**config.mk**
```make
export PLATFORM = sky130hd
export DESIGN_NAME = multdiv_sequencer
export DESIGN_NICKNAME = d
export VERILOG_FILES = /design/src/rtl/multdiv_sequencer.sv
export SDC_FILE = /design/constraint.sdc
export NUM_CORES = 1
export LEC_CHECK = 0
export ABC_AREA = 1
export BUFFER_PORTS_ARGS = -buffer_cell sky130_fd_sc_hd__buf_2
export CAP_MARGIN = 25
export CORE_ASPECT_RATIO = 1.75
export CORE_MARGIN = 10
export CORE_UTILIZATION = 49
export CTS_BUF_LIST = sky130_fd_sc_hd__clkbuf_4 sky130_fd_sc_hd__clkbuf_8
export CTS_CLUSTER_SIZE = 16
export DETAILED_ROUTE_END_ITERATION = 16
export PLACE_DENSITY = 0.94
export REMOVE_ABC_BUFFERS = 1
export SYNTH_ARGS = -nofsm -noshare
export SYNTH_HDL_FRONTEND = slang
export SYNTH_SLANG_ARGS = --single-unit
```
**constraint.sdc**
```tcl
create_clock -name clock -period 2.1 [get_ports clock]
set_clock_uncertainty 0.15 [all_clocks]
set_input_delay 0.105 -clock clock [delete_from_list [all_inputs] [get_ports clock]]
set_output_delay 0.105 -clock clock [all_outputs]
set_load 0.02 [all_outputs]
```
**src/rtl/multdiv_sequencer.sv**
```systemverilog
// Execute-stage sequencer for the shared multi-cycle mul/div unit.
// Latches one op, pulses the unit, stalls, and emits one writeback.
module multdiv_sequencer #(
  parameter int DATA_W  = 32,
  parameter int TIMEOUT = 64,
  parameter int EXC_MUL = 4,
  parameter int EXC_DIV = 5
) (
  input  logic              clock,
  input  logic              reset,
  input  logic              issue_mul,
  input  logic              issue_div,
  input  logic [4:0]        issue_rd,
  input  logic [DATA_W-1:0] issue_a,
  input  logic [DATA_W-1:0] issue_b,
  input  logic              flush,
  output logic              md_ctrl_mult,
  output logic              md_ctrl_div,
  output logic [DATA_W-1:0] md_a,
  output logic [DATA_W-1:0] md_b,
  input  logic [DATA_W-1:0] md_result,
  input  logic              md_exception,
  input  logic              md_ready,
  output logic              stall,
  output logic              wb_valid,
  output logic [4:0]        wb_reg,
  output logic [DATA_W-1:0] wb_data,
  output logic              busy,
  output logic              timeout_err
);

  localparam int CW = $clog2(TIMEOUT) + 1;

  typedef enum logic [1:0] {
    IDLE,
    START,
    WAIT,
    WB
  } state_t;

  state_t            state, state_nx;
  logic [CW-1:0]     cnt;
  logic              op_mul;
  logic [4:0]        rd_q;
  logic [DATA_W-1:0] res_q;
  logic              exc_q;
  logic              take;
  logic              hit_tmo;

  assign take    = (issue_mul | issue_div) & ~flush;
  assign hit_tmo = (cnt == CW'(TIMEOUT - 1));

  always_comb begin
    state_nx = state;
    unique case (state)
      IDLE:  if (take) state_nx = START;
      START: state_nx = flush ? IDLE : WAIT;
      WAIT: begin
        if (flush)                   state_nx = IDLE;
        else if (md_ready | hit_tmo) state_nx = WB;
      end
      WB:    state_nx = IDLE;
      default: state_nx = IDLE;
    endcase
  end

  always_ff @(posedge clock or negedge reset) begin
    if (!reset) begin
      state       <= IDLE;
      cnt         <= '0;
      op_mul      <= 1'b0;
      rd_q        <= '0;
      md_a        <= '0;
      md_b        <= '0;
      res_q       <= '0;
      exc_q       <= 1'b0;
      timeout_err <= 1'b0;
    end else begin
      state <= state_nx;
      unique case (state)
        IDLE: begin
          if (take) begin
            md_a   <= issue_a;
            md_b   <= issue_b;
            rd_q   <= issue_rd;
            op_mul <= issue_mul;
          end
        end
        START: cnt <= '0;
        WAIT: begin
          cnt <= cnt + 1'b1;
          // ready beats timeout when both land in the same cycle
          if (!flush) begin
            if (md_ready) begin
              res_q <= md_result;
              exc_q <= md_exception;
            end else if (hit_tmo) begin
              exc_q       <= 1'b1;
              timeout_err <= 1'b1;
            end
          end
        end
        default: ;
      endcase
    end
  end

  // IDLE stall is combinational so the issuing op freezes in its own cycle
  assign stall = (state == IDLE) ? (take & reset) : (state != WB);

  assign busy         = (state != IDLE);
  assign md_ctrl_mult = (state == START) &  op_mul;
  assign md_ctrl_div  = (state == START) & ~op_mul;

  always_comb begin
    wb_valid = 1'b0;
    wb_reg   = '0;
    wb_data  = '0;
    if (state == WB) begin
      if (exc_q) begin
        wb_valid = 1'b1;
        wb_reg   = 5'd30;
        wb_data  = op_mul ? DATA_W'(EXC_MUL) : DATA_W'(EXC_DIV);
      end else begin
        wb_valid = (rd_q != 5'd0);
        wb_reg   = rd_q;
        wb_data  = res_q;
      end
    end
  end

endmodule
```
# Yosys cells after proc, flatten, opt, wreduce, memory -nomap -nowiden
# Cells that the tools add are included.
# Widths: inputs -> output; s select.
[op_classes]
n_addsub = 1
n_mul = 0
div = 0
n_lt_le_gt_ge = 0
eq_ne = 7
n_shift = 0
n_mux = 16
n_bitwise = 9
reduce_logical = 10
[op_table]
columns = ["op", "count"]
rows = [
  ["$mux 32", 2],
  ["$pmux 7 s2", 1],
  ["$mux 5", 2],
  ["$mux 2", 4],
  ["$pmux 2 s4", 1],
  ["$add 7x1->7 const B", 1],
  ["$eq 7x6->1 const B", 1],
  ["$mux 1", 6],
  ["$reduce_and 3->1", 2],
  ["$reduce_bool 2->1", 3],
  ["$reduce_bool 5->1", 1],
  ["$and 1x1->1", 4],
  ["$eq 2x2->1 const B", 2],
  ["$ne 2x2->1 const B", 2],
  ["$reduce_and 2->1", 2],
  ["$reduce_and 4->1", 1],
  ["$ne 3x3->1 const B", 1],
  ["$not 1->1", 3],
  ["$eq 2x1->1 const B", 1],
  ["$logic_not 2->1", 1],
  ["$or 1x1->1", 2],
]
[word_totals]
ff_bits = 113
latchBits = 0
ramBits = 0
mem_bits_ro = 0
output_inout_bits = 107
elab_cells = 52
n_memories = 0

# Depth between registers and ports, before layout
# Gate-level depths: netlist (run 1).
[logic_depth]
depth_word = 5
ltp_mapped = 9

# Worst setup path before layout (run 1)
# Ideal clock, no wire load.
[synth_path]
path_kind = "register to output"
from = "register state[0]"
to = "output port stall"
arrival_time_ns = 1.374
slack_ns = 0.471
stages_incl_launch_ff = 6
path_buffers = 1
cell_sequence = "dfrtp_1 -> inv_1 -> ha_1 -> nand3_4 -> buf_2 -> o22ai_1"
[synth_between]
elab_chain_cells = 2
elab_cells_between_ends = 3
cone_classes = "eq/ne (1); mux (1); reduce/logical (1)"
[synth_lines]
columns = ["item", "line_no", "source"]
rows = [
  ["from (decl)", "41", "state_t state, state_nx;"],
  ["from (signal assigned)", "79", "state <= state_nx;"],
  ["$ne 2x2->1 / $logic_not 2->1 (equally long branches)", "109", "assign stall = (state == IDLE) ? (take & reset) : (state != WB);"],
  ["$mux 1 (*)", "109", ""],
  ["to (decl)", "24", "output logic stall,"],
]
# Mark *: on every way between the ends. The rest lies on a longest branch, timed or not.

# Worst setup path in the final report (run 1)
[layout_path]
from = "register state[0]"
to = "output port wb_data[15]"
[layout_between]
elab_chain_cells = 2
[layout_lines]
columns = ["item", "line_no", "source"]
rows = [
  ["$eq 2x2->1", "119", "if (state == WB) begin"],
  ["$mux 32", "119", ""],
  ["to (decl)", "27", "output logic [DATA_W-1:0] wb_data,"],
]
# No other way between the ends.

==> impl_metrics.py, run 1 <==
metrics = {
    "outcome": {
        "outcome": "complete, no violations",
    },
    "cts": {
        "clk_pin_slew_ns": 0.07,
        "insertion_delay_ns": 0.41,
        "cts_max_level": 4,
        "clockRootBuffer": "clkbuf_8",
        "numCtsBuffers": 17,
        "cts.sinks": 113,
        "clockBufferDepth": 2,
        "tritoncts": "yes",
    },
    "critical_path": {
        "slowest_delay_ns": 0.42,
        "crit_family": "flip-flops",
        "startpoint": "state[0]",
        "cp-start-kind": "register",
        "path_buf_inv": 2,
        "critPathSlowestCell": "dfrtp_1",
        "worstPathRequired_ns": 1.85,
        "crit-reg2reg-launch": "state[0]",
        "crit_cells": 5,
        "ff2ff_path_depth": 7,
        "worstPathMaxFanout": 31,
        "cp-end-kind": "primary output",
        "rrSetupSlack_ns": 0.10,
        "crit_end": "wb_data[15]",
        "r2r-end": "exc_q",
        "path_cells": "ha_1, nand2_1, buf_6, nor2_1, buf_2",
        "worstPathArrival_ns": 1.76,
        "crit_type": "register to primary output",
    },
    "drt": {
        "wire_per_inst_um": 16.7,
        "detail_route.first_pass.iterations": 5,
        "drc": 0,
        "vias": 5029,
        "wl_um": 17400,
        "drtAntennaViolNets": 0,
        "drt_first_iter_violations": 211,
        "via_per_inst": 4.83,
    },
    "power_and_ir_drop": {
        "total_power_w": 0.00995,
        "pwr-share-clk_pct": 20.6,
        "peakVddDrop_mv": 0.942,
        "p_leak_nw": 4.28,
        "p_int_w": 0.00576,
        "p_sw_share_pct": 42.1,
        "seq_power_share_pct": 37.0,
        "switchingPower_w": 0.00419,
        "share_comb_of_total_power_pct": 42.3,
        "power_density_mw_per_mm2": 1320,
    },
    "synth": {
        "synth_edf_count": 0,
        "synthCells": 579,
        "synth-seq-cells": 113,
        "synth.distinct_cells": 25,
        "synth_area_per_cell_um2": 8.56,
        "ys_seq_area_share_pct": 57.1,
        "synthArstFlopShare_pct": 100,
        "yosys_warnings": 0,
        "ys.flop_type": "dfrtp_1",
        "syn-cell-area_mm2": 0.00495,
    },
    "placed_design": {
        "port_buffers": 214,
        "globalplace.congestion": 0.823,
        "dp_cells": 897,
        "detailed_place.area_mm2": 0.00604,
        "dp_hpwl_um": 10600,
    },
    "sta": {
        "setup_viol": 0,
        "rsz0062_at_grt": "true",
        "final-hold-violation-count": 0,
        "relSlewSlack_pct": 63.5,
        "slew_violations": 0,
        "max_slew.worst_pin.slew_ns": 0.547,
        "setup_tns_ns": 0,
        "period_share_pct": 95.7,
        "fmax_mhz": 497,
        "finalCriticalPeriod_ns": 2.01,
    },
    "grt": {
        "overflow": 0,
        "grt_pass1_wl_um": 27000,
        "grt_util_all_layers_pct": 23.5,
        "antenna_found_initial": 3,
        "grt_max_degree": 70,
        "first_global_vias": 5310,
    },
    "min_path": {
        "hold_class": "input pin to async pin",
    },
    "floorplan": {
        "placementRows": 48,
        "io_pins": 215,
        "core-area_mm2": 0.00985,
        "dieArea_mm2": 0.0147,
        "die_x_um": 96.0,
        "initial_core_util_pct": 50.3,
        "die_h_um": 153,
    },
    "cells_and_area": {
        "nNetsFinal": 1016,
        "layout_commonest_cell": "buf_2",
        "layout-drive-gt1-share_pct": 29.0,
        "final_area_mm2": 0.00755,
        "syn2layout_area_growth_pct": 52.4,
        "nFillCells": 603,
        "final_util_pct": 76.7,
        "finalNonFillerCells": 1042,
        "final_cell_mix": "buf_2 (213), nand2_1 (133), inv_1 (117)",
    },
    "flow_run": {
        "maxCapViolCount": 0,
    },
}
-- per-layer routing --
metal  up-vias  track usage [%]  share of wire, %
met2       276             39.4                52
met1      2292             23.4                34
met4         0             13.4               5.4
met5         -                0                 0
li1       2393                -                 -
met3        68             9.76               8.8
-- power groups by stage --
stage | combinational [W] | clock (W) | sequential [W]
finish | 0.00421 | 0.00205 | 0.00368
global route | 0.00462 | 0.00219 | 0.00377
floorplan | 0.00166 | 0 | 0.00430
CTS | 0.00406 | 0.00209 | 0.00362
global placement | 0.00371 | 0 | 0.00359
detailed placement | 0.00387 | 0 | 0.00364
-- worst register-to-register path, cell delays in order, from the launching register on --
cell and delay, ns:
dfrtp_1 0.42, inv_1 0.14, ha_2 0.26, nand2_1 0.07, nor2_1 0.13, dlygate4sd3_1 0.58
nand3_1 0.09, nand3_1 0.11
-- synth_stat cells (2+ instances only) --
| cell | number | area [um^2] |
|---|---|---|
| buf_4 | 3 | 22.5 |
| buf_2 | 6 | 30.0 |
| a21oi_1 | 6 | 30.0 |
| nor2_1 | 54 | 203 |
| nand3_1 | 9 | 45.0 |
| inv_1 | 117 | 439 |
| dfrtp_1 | 113 | 2830 |
| clkbuf_1 | 4 | 15.0 |
| o21ai_0 | 82 | 410 |
| nand2_1 | 133 | 499 |
| o21ai_1 | 21 | 105 |
| ha_1 | 6 | 75.1 |
| inv_2 | 2 | 7.51 |
| buf_6 | 12 | 135 |
-- sequential cells by signal (all words and copies together) (netlist names) --
name,flops
state,2
md_a,32
timeout_err,1
cnt,7
rd_q,5
op_mul,1
exc_q,1
res_q,32
md_b,32
-- per-stage QoR --
stage	hold slack (ns)	worst slack, ns
after global placement	0.00256	0.318
after global routing	0.125	-0.0304
after CTS	0.0653	0.0142
final	0.113	0.0898
after floorplan	-0.341	-0.250
after detailed placement	0.00109	0.207
-- final cells by class --
type | instances | area (um^2) | area share, %
antenna | 3 | 7.51 | 0.0994
clock buffer | 20 | 256 | 3.40
clock inverter | 11 | 140 | 1.86
inverter | 120 | 455 | 6.03
multi-input combinational | 321 | 1460 | 19.4
sequential | 113 | 2830 | 37.4
tap | 125 | 156 | 2.07
timing repair buffer | 329 | 2250 | 29.7
-- logic make-up after synthesis --
logic type / Yosys count / synth area share (%)
AND/OR/NAND/NOR: 203 / 16.4
buffers and inverters: 146 / 13.7
flip-flops: 113 / 57.1
AO/OA/AOI/OAI: 111 / 11.3
adder cells (fa/ha/maj): 6 / 1.52
-- repair_timing --
action	CTS	global route
gates resized for setup	1	2
setup endpoints to repair	1	37
hold buffers	107	0
pin swaps	1	1
endpoints found under the hold margin	219	0
buffers inserted	0	3
gates cloned	1	0
-- how the worst min path moves through the flow --
stage | from | endpoint | cells after the start
after global routing | reset | timeout_err | 3
after detailed placement | reset | res_q[0] | 2
after CTS | issue_div | state[0] | 6
after floorplan | reset | cnt[0] | 0
final | reset | res_q[0] | 3
after global placement | reset | res_q[0] | 2
No activity file was read; power rests on OpenSTA's default activity.
==> inputs of run 2 (changes only) <==
--- a/config.mk
+++ b/config.mk
@@ -5,16 +5,16 @@
 export SDC_FILE = /design/constraint.sdc
 export NUM_CORES = 1
 export LEC_CHECK = 0
-export ABC_AREA = 1
 export BUFFER_PORTS_ARGS = -buffer_cell sky130_fd_sc_hd__buf_2
 export CAP_MARGIN = 25
 export CORE_ASPECT_RATIO = 1.75
 export CORE_MARGIN = 10
-export CORE_UTILIZATION = 49
+export CORE_UTILIZATION = 50
 export CTS_BUF_LIST = sky130_fd_sc_hd__clkbuf_4 sky130_fd_sc_hd__clkbuf_8
 export CTS_CLUSTER_SIZE = 16
 export DETAILED_ROUTE_END_ITERATION = 16
-export PLACE_DENSITY = 0.94
+export GPL_TIMING_DRIVEN = 0
+export PLACE_DENSITY = 0.95
 export REMOVE_ABC_BUFFERS = 1
 export SYNTH_ARGS = -nofsm -noshare
 export SYNTH_HDL_FRONTEND = slang
==> impl_metrics.py, run 2 <==
metrics = {
    "cts": {
        "ctsHoldBuffers": 106,
        "clockBufferDepth": 2,
        "insertion_delay_ns": 0.42,
        "cts.sinks": 113,
        "clk_pin_slew_ns": 0.07,
        "tritoncts": "yes",
        "cts_max_level": 4,
        "numCtsBuffers": 17,
        "clockRootBuffer": "clkbuf_8",
    },
    "critical_path": {
        "critPathSlowestCell": "dfrtp_1",
        "cp-end-kind": "primary output",
        "cp-start-kind": "register",
        "worstPathMaxFanout": 4,
        "crit_type": "register to primary output",
        "worstPathArrival_ns": 1.80,
        "worstPathRequired_ns": 1.85,
        "cpMostUsedCell": "inv_2",
        "slowest_delay_ns": 0.44,
        "path_cells": "inv_2, ha_4, inv_2, or2_4, o22ai_1, buf_4",
    },
    "cells_and_area": {
        "reg.largest.list": "md_a (32), md_b (32), res_q (32)",
        "finalNonFillerCells": 810,
        "multi_input_area_mm2": 0.00209,
        "final_cell_mix": "buf_2 (196), dfrtp_1 (111), dlygate4sd3_1 (106)",
        "nFillCells": 550,
        "seq_area_mm2": 0.00283,
        "final_util_pct": 79.4,
        "layout_commonest_cell": "buf_2",
        "layout-drive-gt1-share_pct": 53.5,
        "syn2layout_area_growth_pct": 54.3,
        "nNetsFinal": 785,
    },
    "power_and_ir_drop": {
        "p_leak_nw": 4.11,
        "seq_power_share_pct": 36.3,
        "p_sw_share_pct": 36.6,
        "p_int_w": 0.00668,
        "pwr-share-clk_pct": 20.3,
        "power_density_mw_per_mm2": 1340,
        "peakVddDrop_mv": 1.03,
        "switchingPower_w": 0.00386,
        "share_comb_of_total_power_pct": 43.4,
    },
    "sta": {
        "finalCriticalPeriod_ns": 2.06,
        "slew_violations": 0,
        "hold_ws_ns": -0.429,
        "setup_slack_ns": 0.0408,
        "rsz0062_at_grt": "true",
        "fmax_mhz": 486,
        "setup_viol": 0,
        "max_slew.worst_pin.slew_ns": 0.683,
        "relSlewSlack_pct": 54.5,
        "period_share_pct": 98.1,
        "final-hold-violation-count": 52,
        "setup_tns_ns": 0,
    },
    "drt": {
        "wl_met2_um": 9400,
        "via_per_inst": 5.00,
        "wl_met1_um": 5700,
        "wire_per_inst_um": 21.0,
        "drtAntennaViolNets": 0,
        "drc": 0,
        "wl_um": 17000,
        "vias": 4053,
        "drt_first_iter_violations": 114,
        "detail_route.first_pass.iterations": 4,
        "highest_layer": "met4",
        "wl_met3_um": 1260,
    },
    "synth": {
        "synth-seq-cells": 113,
        "synthArstFlopShare_pct": 100,
        "synthCells": 338,
        "yosys_warnings": 0,
        "ys.flop_type": "dfrtp_1",
        "synth.distinct_cells": 35,
        "netlist.area_leader.share_pct": 55.5,
        "synth_top_cell_by_area": "dfrtp_1",
        "synthTopCellsByCount": "dfrtp_1 (113), mux2_4 (69), and2_1 (33)",
        "synth_edf_count": 0,
        "synth_area_per_cell_um2": 15.1,
        "yosys.cell_count.top_type": "dfrtp_1",
        "ys_top_cells_by_area": "dfrtp_1 (56%), mux2_4 (20%), mux2_2 (5.3%)",
        "ys_seq_area_share_pct": 55.5,
        "syn-cell-area_mm2": 0.00509,
    },
    "floorplan": {
        "die_h_um": 154,
        "initial_core_util_pct": 51.4,
        "die_x_um": 96.3,
        "io_pins": 215,
        "dieArea_mm2": 0.0148,
        "placementRows": 48,
        "core-area_mm2": 0.00991,
    },
    "outcome": {
        "outcome": "complete, but fails checks",
        "violations": "negative hold slack",
    },
    "flow_run": {
        "maxCapViolCount": 0,
    },
    "min_path": {
        "hold_class": "input pin to async pin",
    },
    "grt": {
        "grt_max_degree": 63,
        "overflow": 0,
        "grt_pass1_wl_um": 26100,
        "grt_util_all_layers_pct": 23.0,
        "antenna_found_initial": 1,
        "first_global_vias": 4849,
    },
    "placed_design": {
        "port_buffers": 214,
        "dp_cells": 662,
        "dp_hpwl_um": 10600,
        "globalplace.congestion": 0.815,
        "dp_slack_ns": -0.221,
    },
}
==> run 2: through the flow <==
stage	total power (W)	hold WS (ns)	cell area [um^2]
after floorplan	0.00654	-0.341	4900
after global placement	0.00776	0.173	6130
after detailed placement	0.00792	0.0334	6190
after CTS	0.0103	-0.426	7800
after global routing	0.0110	-0.387	7860
final	0.0105	-0.429	7860
==> run 2: cell families after synthesis <==
kind of cell	Yosys count	share of synthesized area (%)
adders and majority gates	6	1.47
and+or+nand+nor	64	7.24
AOI/OAI and AO/OA	23	3.07
muxes	105	28.2
buffers and inverters	27	4.49
DFF	113	55.5
==> run 2: area by class of cell <==
class | count | share of cell area [%]
diodes | 1 | 0.0318
well taps | 125 | 1.99
clock inverters | 13 | 2.05
repair buffers | 332 | 29.5
multi-input cells | 198 | 26.6
flip-flops and latches | 113 | 36.0
clock buffers | 19 | 3.33
inverters | 9 | 0.461
==> run 2: power by group through the flow <==
stage | clock, W | combinational, W | sequential (W)
after floorplan | 0 | 0.00211 | 0.00443
after global placement | 0 | 0.00409 | 0.00367
after detailed placement | 0 | 0.00417 | 0.00374
after CTS | 0.00217 | 0.00442 | 0.00375
after global routing | 0.00228 | 0.00483 | 0.00393
final | 0.00214 | 0.00457 | 0.00382
==> run 2: critical path: cells and delay by family, from the launching register on <==
family | cells | cell delay [ns]
DFF | 1 | 0.44
adders and majority gates | 1 | 0.17
buffers and inverters | 3 | 0.35
AOI/OAI and AO/OA | 1 | 0.13
and+or+nand+nor | 1 | 0.29
==> run 2: repair_timing <==
item,CTS,global route
setup buffers,5,4
gates resized for setup,26,10
setup endpoints to repair,119,92
hold endpoints to repair,158,52
pin swaps,0,2
==> run 2: path summary, 6_finish.rpt <==
check / from / cells after the start / end / slack, ns
max: state[1] / 6 / stall / 0.04
min: reset / 1 / timeout_err / -0.43
max reg2reg: state[1] / 6 / md_a[20] / 0.10
min reg2reg: res_q[8] / 1 / res_q[8] / 0.34
max in group asynchronous: reset / 2 / state[0] / 1.50
min in group clock: md_result[7] / 3 / res_q[7] / 0.30
==> run 2: routing by layer <==
metal | track usage [%] | vias to the layer above
met2 | 40.5 | 195
met5 | 0 | -
met1 | 23.4 | 1986
met3 | 7.75 | 38
li1 | - | 1834
met4 | 10.5 | 0
